===== src/rtl/mult8_pkg.sv =====
// Shared definitions for the sequential 8x8 nibble multiplier: FSM states,
// shift codes and the step-to-shift mapping.
package mult8_pkg;

   typedef enum logic [1:0] {
      IDLE = 2'd0,
      CALC = 2'd1,
      DONE = 2'd2
   } state_t;

   localparam logic [1:0] SH_NONE   = 2'b00;
   localparam logic [1:0] SH_4      = 2'b01;
   localparam logic [1:0] SH_8      = 2'b10;
   localparam logic [1:0] LAST_STEP = 2'd3;

   // Step 0 is lo*lo, steps 1/2 are the cross terms, step 3 is hi*hi.
   function automatic logic [1:0] shift_of(input logic [1:0] step);
      case (step)
         2'd0:    return SH_NONE;
         2'd3:    return SH_8;
         default: return SH_4;
      endcase
   endfunction

endpackage


===== src/rtl/nibble_mul.sv =====
// 4x4 -> 8-bit unsigned combinational multiply used once per CALC step.
module nibble_mul (
   input  logic [3:0] i_a,
   input  logic [3:0] i_b,
   output logic [7:0] o_p
);

   assign o_p = {4'b0, i_a} * {4'b0, i_b};

endmodule


===== src/rtl/mult8_seq_ctrl.sv =====
// Sequential 8x8 multiplier: one nibble partial product per cycle over four
// CALC cycles. Optional MULT8_ZERO_SKIP_EN short-circuits zero operands.
module mult8_seq_ctrl
   import mult8_pkg::*;
(
   input  logic        clk,
   input  logic        reset_a,
   input  logic        start,
   input  logic [7:0]  data_a,
   input  logic [7:0]  data_b,
   output logic        busy,
   output logic        done,
   output logic [15:0] product,
   output logic [1:0]  shift_sel
);

   state_t      r_state;
   logic [1:0]  r_count;
   logic [7:0]  r_a;
   logic [7:0]  r_b;
   logic [15:0] r_acc;
   logic        r_busy;
   logic        r_done;
`ifdef MULT8_ZERO_SKIP_EN
   logic        r_skip;
`endif

   logic [3:0]  w_nib_a;
   logic [3:0]  w_nib_b;
   logic [7:0]  w_pp;
   logic [1:0]  w_shift;
   logic [15:0] w_term;

   // count[1] picks the a nibble, count[0] the b nibble
   assign w_nib_a = r_count[1] ? r_a[7:4] : r_a[3:0];
   assign w_nib_b = r_count[0] ? r_b[7:4] : r_b[3:0];
   assign w_shift = shift_of(r_count);
   assign w_term  = {8'b0, w_pp} << {w_shift, 2'b00};

   nibble_mul u_nmul (
      .i_a (w_nib_a),
      .i_b (w_nib_b),
      .o_p (w_pp)
   );

   always_ff @(posedge clk or posedge reset_a) begin
      if (reset_a) begin
         r_state <= IDLE;
         r_count <= 2'd0;
         r_a     <= 8'd0;
         r_b     <= 8'd0;
         r_acc   <= 16'd0;
         r_busy  <= 1'b0;
         r_done  <= 1'b0;
`ifdef MULT8_ZERO_SKIP_EN
         r_skip  <= 1'b0;
`endif
      end else begin
         case (r_state)
            IDLE, DONE: begin
               r_done <= 1'b0;
`ifdef MULT8_ZERO_SKIP_EN
               // zero operand: spend one DONE cycle with done low, then pulse
               if (r_skip) begin
                  r_skip <= 1'b0;
                  r_done <= 1'b1;
               end else
`endif
               if (start) begin
                  r_a     <= data_a;
                  r_b     <= data_b;
                  r_acc   <= 16'd0;
                  r_count <= 2'd0;
`ifdef MULT8_ZERO_SKIP_EN
                  if (data_a == 8'd0 || data_b == 8'd0) begin
                     r_state <= DONE;
                     r_skip  <= 1'b1;
                  end else
`endif
                  begin
                     r_state <= CALC;
                     r_busy  <= 1'b1;
                  end
               end else begin
                  r_state <= IDLE;
               end
            end
            CALC: begin
               r_acc   <= r_acc + w_term;
               r_count <= r_count + 2'd1;
               if (r_count == LAST_STEP) begin
                  r_state <= DONE;
                  r_busy  <= 1'b0;
                  r_done  <= 1'b1;
               end
            end
            default: r_state <= IDLE;
         endcase
      end
   end

   assign busy      = r_busy;
   assign done      = r_done;
   assign product   = r_acc;
   assign shift_sel = (r_state == CALC) ? w_shift : SH_NONE;

endmodule


===== config.mk =====
export PLATFORM = sky130hd
export DESIGN_NAME = mult8_seq_ctrl
export DESIGN_NICKNAME = d
export VERILOG_FILES = /design/src/rtl/mult8_pkg.sv /design/src/rtl/nibble_mul.sv /design/src/rtl/mult8_seq_ctrl.sv
export SDC_FILE = /design/constraint.sdc
export NUM_CORES = 1
export LEC_CHECK = 0
export CORE_MARGIN = 4
export CORE_UTILIZATION = 45
export DETAILED_ROUTE_END_ITERATION = 6
export GPL_TIMING_DRIVEN = 0
export PLACE_DENSITY = 0.68
export SETUP_SLACK_MARGIN = 0.5
export SLEW_MARGIN = 0
export SYNTH_ARGS = -nofsm -noshare
export SYNTH_HDL_FRONTEND = slang
export SYNTH_SLANG_ARGS = --single-unit

===== constraint.sdc =====
create_clock -name clk -period 5.6 [get_ports clk]
set_input_delay 1.12 -clock clk [delete_from_list [all_inputs] [get_ports clk]]
set_output_delay 1.12 -clock clk [all_outputs]
set_load 0.005 [all_outputs]

-- Word-level counts from Yosys, hierarchy flattened
Index checks and enable logic that the tools add are counted.
- add/subtract/negate cells: 2
- $mul: 1
- eq/ne operators: 5
- shift-type cells: 1
- mux-type cells: 16
- reduce and logical (&&, ||, !) cells: 8
- operators by type and width (operator ; count):
    $pmux W16 S2 ; 1
    $add A16 B16 Y16 ; 1
    $mux W16 ; 1
    $shl A8 B4 Y16 ; 1
    $pmux W2 S2 ; 3
    $mul A4 B4 Y8 ; 1
    $mux W4 ; 2
    $mux W2 ; 3
    $reduce_and A2 Y1 ; 3
    $eq A2 B2 Y1 const B ; 2
    $logic_not A2 Y1 ; 2
    $mux W1 ; 4
    $ne A2 B2 Y1 const B ; 2
    $pmux W1 S2 ; 2
    $reduce_and A3 Y1 ; 1
    $add A2 B1 Y2 const B ; 1
    $eq A2 B1 Y1 const B ; 1
    $reduce_bool A2 Y1 ; 1
    $reduce_or A2 Y1 ; 1
- register bits after elaboration: 38
- input bits: 19
- output and inout bits: 20
- logic and storage cells: 40

-- Longest topological paths before layout
Gate-level depths: netlist of run 1.
- depth after elaboration: 5
- gate-level depth with buffers: 21
- gate-level depth less buffers: 20

-- Hierarchy
Synthesis of run 1 repeated with hierarchy kept, for this count alone.
- cell total of the unflattened synthesis: 319
- area total of the unflattened synthesis: 2882.8 um^2
- modules (own cells, without submodules) (module ; instances ; cells each ; area each (um^2) ; sequential area each (um^2)):
    mult8_seq_ctrl ; 1 ; 268 ; 2434.8 ; 950.9
    nibble_mul ; 1 ; 51 ; 447.9 ; 0.0

-- Worst setup path before layout of run 1
No wires, ideal clock.
- path type: register to register
- start: register r_count[0]
- end: register r_acc[15], in the netlist product[15]
- library setup time: 0.066 ns
- arrival: 4.748 ns
- required time: 5.534 ns
- slack: 0.786 ns
- cell stages (with the launch flop): 21
- buffers on the path: 1
- clock period less this slack: 4.814 ns
- path through: dfrtp_1 clkbuf_1 mux2i_1 or2_2 fa_1 inv_1 fa_1 inv_1 fa_1 o21bai_1 a21oi_1 xnor2_1 mux2i_1 nor2_1 ha_1 a21o_2 o2111a_1 o211a_1 or3_1 a21o_1 nand3_2
- cells in the longest elaborated chain, start to end: 5
- elaborated cells between the ends (all ways): 8
- those cells by class: 1 x add/sub; 1 x mul; 1 x eq/ne; 1 x shift; 3 x mux; 1 x reduce/logical
- RTL lines (what ; line ; text):
    from (decl) ; mult8_seq_ctrl.sv:18 ; logic [1:0] r_count;
    from (signal assigned) ; mult8_seq_ctrl.sv:90 ; r_count <= r_count + 2'd1;
    $mux W4 (tied with other cells) ; mult8_seq_ctrl.sv:36 ; assign w_nib_b = r_count[0] ? r_b[7:4] : r_b[3:0];
    $mul A4 B4 Y8 / $pmux W2 S2 (equally long branches) ; nibble_mul.sv:8, mult8_pkg.sv:18 ;
    $shl A8 B4 Y16 * ; mult8_seq_ctrl.sv:38 ; assign w_term = {8'b0, w_pp} << {w_shift, 2'b00};
    $add A16 B16 Y16 * ; mult8_seq_ctrl.sv:89 ; r_acc <= r_acc + w_term;
    $pmux W16 S2 * ; mult8_seq_ctrl.sv:59 ; case (r_state)
    to (signal assigned) ; mult8_seq_ctrl.sv:89 ;
    to (decl) ; mult8_seq_ctrl.sv:21 ; logic [15:0] r_acc;
Every way passes the cells marked *; elsewhere a longest branch is shown, timed or not.
A chain may end at the register's enable or synchronous reset.

-- Worst setup path after layout of run 1
- start: register r_count[0]
- end: register r_acc[10], in the netlist product[10]
Same word-level chain as after synthesis.

==> results.cfg, run 1 <==
[final_layout]
final_cells = 443
area_growth_pct = 26.46
layout_common_cells = nand2_1, dfrtp_1, clkdlybuf4s50_1
final_net_count = 419
diodes = 0
layout-drive-gt1-share_pct = 11.41
num-fill-cells = 527
multi_input_area_sq_um = 1782
layout_commonest_cell = nand2_1
seq_area_sq_um = 950.9

[placement]
portBuffers = 38
dp_cells = 429
hpwl_mm = 4.797
dp_slack_ns = 0.3484
gp_congestion = 0.8486

[critical_path]
crit_chain = buf_4 > mux2i_2 > or2_2 > fa_1 > inv_1 > fa_1 > ha_1 > a21oi_2 > o211ai_1 > nor2_1 > xor2_1 > mux2_4 > nor2_1 > ha_1 > a21o_1 > a211o_1 > a31o_2 > a21oi_2 > xor2_1 > o21ai_0
crit_family = adder cells
critPathRequiredTime_ns = 5.77
crit_fanout = 6
path_class = flip-flop to flip-flop
crit_arrival_ns = 5.15
end_kind = flip-flop
slowest_delay_ns = 0.50
slowest_stage = fa_1
cp-start-kind = flip-flop
critPathBufInv = 2

[outcome]
status = complete, no violations

[clock_network]
h-tree-depth = 2
cts.sinks = 38
cts_tree = done
cts_buffer_depth = 2
ctsHoldBuffers = 0
cts_buffers = 5
clkTransAtPathRegs_ns = 0.09
cts_root_buf = clkbuf_8
clock_latency_ns = 0.30

[grt]
first_global_vias = 2255
grt_usage_pct = 18.00
grt_max_degree = 39
grt_pass1_wl_mm = 10.70
overflow = 0
antenna_found_initial = 0

[yosys]
synth.distinct_cells = 42
ys_ff_latch = 38
syn_nets = 368
synth_area_per_cell_sq_um = 8.739
synth_top_cells_by_area = dfrtp_1, ha_1, nand2_1, o21ai_0, fa_1
synth_cells = 316
seq_area_frac_synth_pct = 34.44
yosysTopAreaCellShare_pct = 34.44
synth_edf_count = 0
synth_area_sq_um = 2761
ys.flop_type = dfrtp_1
ys_warn_count = 0
synth_largest_area_cell = dfrtp_1
synth-async-reset-ratio_pct = 100.0

[sta]
final-setup-viol-count = 0
slew_headroom_pct = 44.65
rsz0062_at_grt = yes
post-route-period-util_pct = 88.95
slew_viol_final = 0
fmax_mhz = 200.8
setup_tns_ns = 0
tightest_slew_ns = 0.8290
period_minus_slack_ns = 4.981
hold_viol_final = 0
fin_worst_skew_ns = 0.006020
timing.final.ws_setup_ns = 0.6187

[routing]
drt-wirelength-per-cell_microns = 14.48
drc = 0
via_count = 2365
avgViaCountPerCell = 5.339
wirelength_mm = 6.414
drt_first_pass_iters = 4
drtIter0Drc = 138
ant_nets = 0

[floorplan]
die_area_sq_um = 7454
rows = 28
io_pins = 39
die_w_microns = 86.34
initial_core_util_pct = 46.64
dieHeight_microns = 86.34
coreArea_sq_um = 5921

[min_path]
hp-class = flip-flop to flip-flop

[pwr]
p_total_w = 0.002601
cellLeakagePower_nw = 1.715
vdd_drop_max_uv = 518.3
p_per_area_nw_per_um2 = 744.9

[flow_run]
drv_cap = 0
routing by layer:
metal  track usage (%)  vias to the layer above  routed length, microns
met3             3.707                        9                     298
met1             25.78                     1129                    3181
met4             5.099                        0                      76
li1                  -                     1185                       -
met2             27.61                       42                    2858
met5                 0                        -                       0
repair_timing:
item / CTS / global route
endpoints found under the setup margin: 4 / 6
setup buffers: 2 / 4
pin swaps: 3 / 12
gates resized for setup: 7 / 17
worst min-delay path: stages (launching register included):
cell and delay [ns]:
dfrtp_1 0.35, nand2_1 0.05, nand2_1 0.06
final cells by class:
cell class / instances / share of cell area (%)
repair buffers: 44 / 12.18
clock inverters: 3 / 1.971
well taps: 75 / 2.687
inverters: 10 / 1.075
multi-input cells: 256 / 51.02
flip-flops and latches: 38 / 27.23
plain buffers: 12 / 1.863
clock buffers: 5 / 1.971
report_power, final:
group	total [W]	switching (W)	internal [W]
Sequential	0.000487	0.0000875	0.000400
Clock	0.000292	0.000113	0.000179
Combinational	0.00182	0.000988	0.000834
Total	0.00260	0.00119	0.00141
cells by family after synthesis:
family | share of synthesized area (%)
AO/OA/AOI/OAI | 15.54
AND/OR/NAND/NOR | 20.57
XOR/XNOR | 5.392
multiplexers | 4.441
buffers and inverters | 3.308
flip-flops | 34.44
adder cells (fa/ha/maj) | 16.31
cell usage after synthesis, types with 7 or more instances:
| cell type | instances |
|---|---|
| a21oi_1 | 14 |
| dfrtp_1 | 38 |
| nand2_1 | 72 |
| nor2b_1 | 7 |
| mux2i_1 | 10 |
| ha_1 | 28 |
| nor2_1 | 24 |
| xor2_1 | 11 |
| o21ai_0 | 22 |
| clkbuf_1 | 7 |
| inv_1 | 10 |
stage by stage:
stage                     area [sq um]  util, %  hold WS [ns]
after detailed placement          3236    54.65        0.4616
final                             3492    58.98        0.4811
after global placement            3236    54.65        0.4595
after floorplan                   2761        -        0.4450
after global routing              3492    58.98        0.5202
after CTS                         3406    57.52        0.4828
state kept, by name, summed over array words and instances, names as in the netlist:
signal   flops
r_b          8
r_count      2
done         1
r_state      2
busy         1
product     16
r_a          8
path summary, 6_finish.rpt:
kind                             from     endpoint  slack, ns  cells past startpoint
min in group asynchronous     reset_a       r_a[4]       1.30                      2
min reg2reg                    r_a[3]       r_a[3]       0.48                      2
max reg2reg                r_count[0]  product[10]       0.62                     20
min                            r_a[3]       r_a[3]       0.48                      2
max in group asynchronous     reset_a  product[15]       3.77                      2
max                        r_count[0]  product[10]       0.62                     20
No activity file was read; power rests on OpenSTA's default activity.
==> run 2, diff against run 1 <==
- CORE_MARGIN: 4 -> 2
==> results.cfg, run 2 (synthesis gave the netlist of run 1 again) <==
[critical_path]
crit_family = adder cells
crit_arrival_ns = 5.23
slowest_delay_ns = 0.54
rrSetupSlack_ns = 0.61
worstRegToRegCells = 20
worstReg2RegStart = r_count[0]
cp-start-kind = flip-flop
critPathRequiredTime_ns = 5.84
path_class = flip-flop to flip-flop
crit_top_cell = fa_1
r2r_end = product[15]
slowest_stage = fa_1
end_kind = flip-flop
crit_fanout = 6
critPathBufInv = 3
crit_chain = buf_6 > mux2i_4 > or2_2 > fa_1 > inv_1 > fa_1 > inv_2 > fa_2 > o21bai_1 > a21oi_1 > xnor2_1 > mux2i_1 > nor2_1 > ha_1 > a21o_2 > o2111a_1 > o211a_1 > or3_4 > a21o_1 > nand3_2

[grt]
grt_util_met3_pct = 3.587
grt_usage_pct = 20.06
use_met2_pct = 30.00
overflow = 0
antenna_found_initial = 0
first_global_vias = 2203
grtUsageMet1_pct = 29.44
grt-busiest-layer = met2
grt_pass1_wl_mm = 10.29
grt_max_degree = 39

[routing]
wirelength_mm = 6.364
ant_nets = 0
via_count = 2382
avgViaCountPerCell = 5.353
drt_first_pass_iters = 4
drc = 0
drt-wirelength-per-cell_microns = 14.30
drtIter0Drc = 78

[floorplan]
die_area_sq_um = 6779
io_pins = 39
initial_core_util_pct = 46.64
rows = 28
dieHeight_microns = 82.34
die_w_microns = 82.34
coreArea_sq_um = 5921

[final_layout]
layout_common_cells = nand2_1, dfrtp_1, clkdlybuf4s50_1
layout-drive-gt1-share_pct = 12.43
area_growth_pct = 27.64
num-fill-cells = 529
final_net_count = 421
diodes = 0
layout_commonest_cell = nand2_1
utilization_pct = 59.53
largest_register_ffs = 16

[min_path]
hold_end = r_b[0]
whs_path_depth = 2
hold_start = r_b[0]
hp-class = flip-flop to flip-flop

[sta]
fmax_mhz = 200.6
period_minus_slack_ns = 4.986
final-setup-viol-count = 0
timing.final.ws_setup_ns = 0.6142
setup_tns_ns = 0
slew_viol_final = 0
tightest_slew_ns = 0.8006
rsz0062_at_grt = yes
slew_headroom_pct = 46.55
post-route-period-util_pct = 89.03
fin_worst_skew_ns = 0.004219
hold_viol_final = 0

[placement]
hpwl_mm = 4.645
dp_slack_ns = 0.3373
gp_congestion = 0.8259
portBuffers = 38

[clock_network]
cts.sinks = 38
cts_root_buf = clkbuf_8
clock_latency_ns = 0.30
cts_buffer_depth = 2
cts_tree = done
h-tree-depth = 2
ctsHoldBuffers = 0
cts_buffers = 5
clkTransAtPathRegs_ns = 0.09

[pwr]
vdd_drop_max_uv = 411.6
p_per_area_nw_per_um2 = 736.8
cellLeakagePower_nw = 1.724

[flow_run]
drv_cap = 0

[outcome]
status = complete, no violations
==> run 2: changes by cell type in the layout (fill, tap and decap cells not counted), sizes merged <==
cell  previous run  this run
buf             13        15
==> run 2: layer usage <==
layer	vias to the layer above	part of all wire, %
met5	-	0
met4	0	1.0
met3	7	4.3
met2	48	47
met1	1140	48
li1	1187	-
==> run 2: worst min-delay path: cells and delay by family, from the launching register on <==
| family | cells | cell delay [ns] |
|---|---|---|
| flops | 1 | 0.35 |
| simple gates | 2 | 0.11 |
==> run 2: how the worst max path moves through the flow <==
stage                           from          end  cells after the start
after floorplan           r_count[0]  product[15]                     20
after global placement    r_count[0]  product[15]                     20
after detailed placement  r_count[0]  product[15]                     20
after CTS                 r_count[1]  product[15]                     20
after global routing      r_count[0]  product[15]                     22
final                     r_count[0]  product[15]                     20
==> run 2: repair_timing <==
action                     CTS  global route
pin swaps                    3            15
setup buffers                2             6
setup endpoints to repair    5             6
gates resized for setup      9            18
==> run 2: final cells by class <==
cell class	instances	area, sq um	area share (%)
multi-input combinational	256	1795	50.94
clock inverter	3	68.82	1.952
inverter	10	37.54	1.065
sequential	38	950.9	26.98
tap	75	93.84	2.662
clock buffer	5	68.82	1.952
buffer	12	68.82	1.952
timing repair buffer	46	440.4	12.50
==> run 2: where the power goes <==
| part | switching (W) | leakage, nW | internal [W] |
|---|---|---|---|
| registers | 0.0000907 | 0.480 | 0.000400 |
| clock network | 0.000114 | 0.0683 | 0.000179 |
| logic | 0.000974 | 1.18 | 0.000839 |
==> run 2: metrics by stage <==
step	hold WS, ns	area [sq um]	total power, W	cells
2_1_floorplan	0.4450	2761	0.001701	316
3_3_place_gp	0.4583	3236	0.002100	429
3_5_place_dp	0.4617	3236	0.002134	429
4_1_cts	0.4834	3413	0.002498	439
5_1_grt	0.5132	3525	0.002855	445
6_report	0.4803	3525	0.002597	445
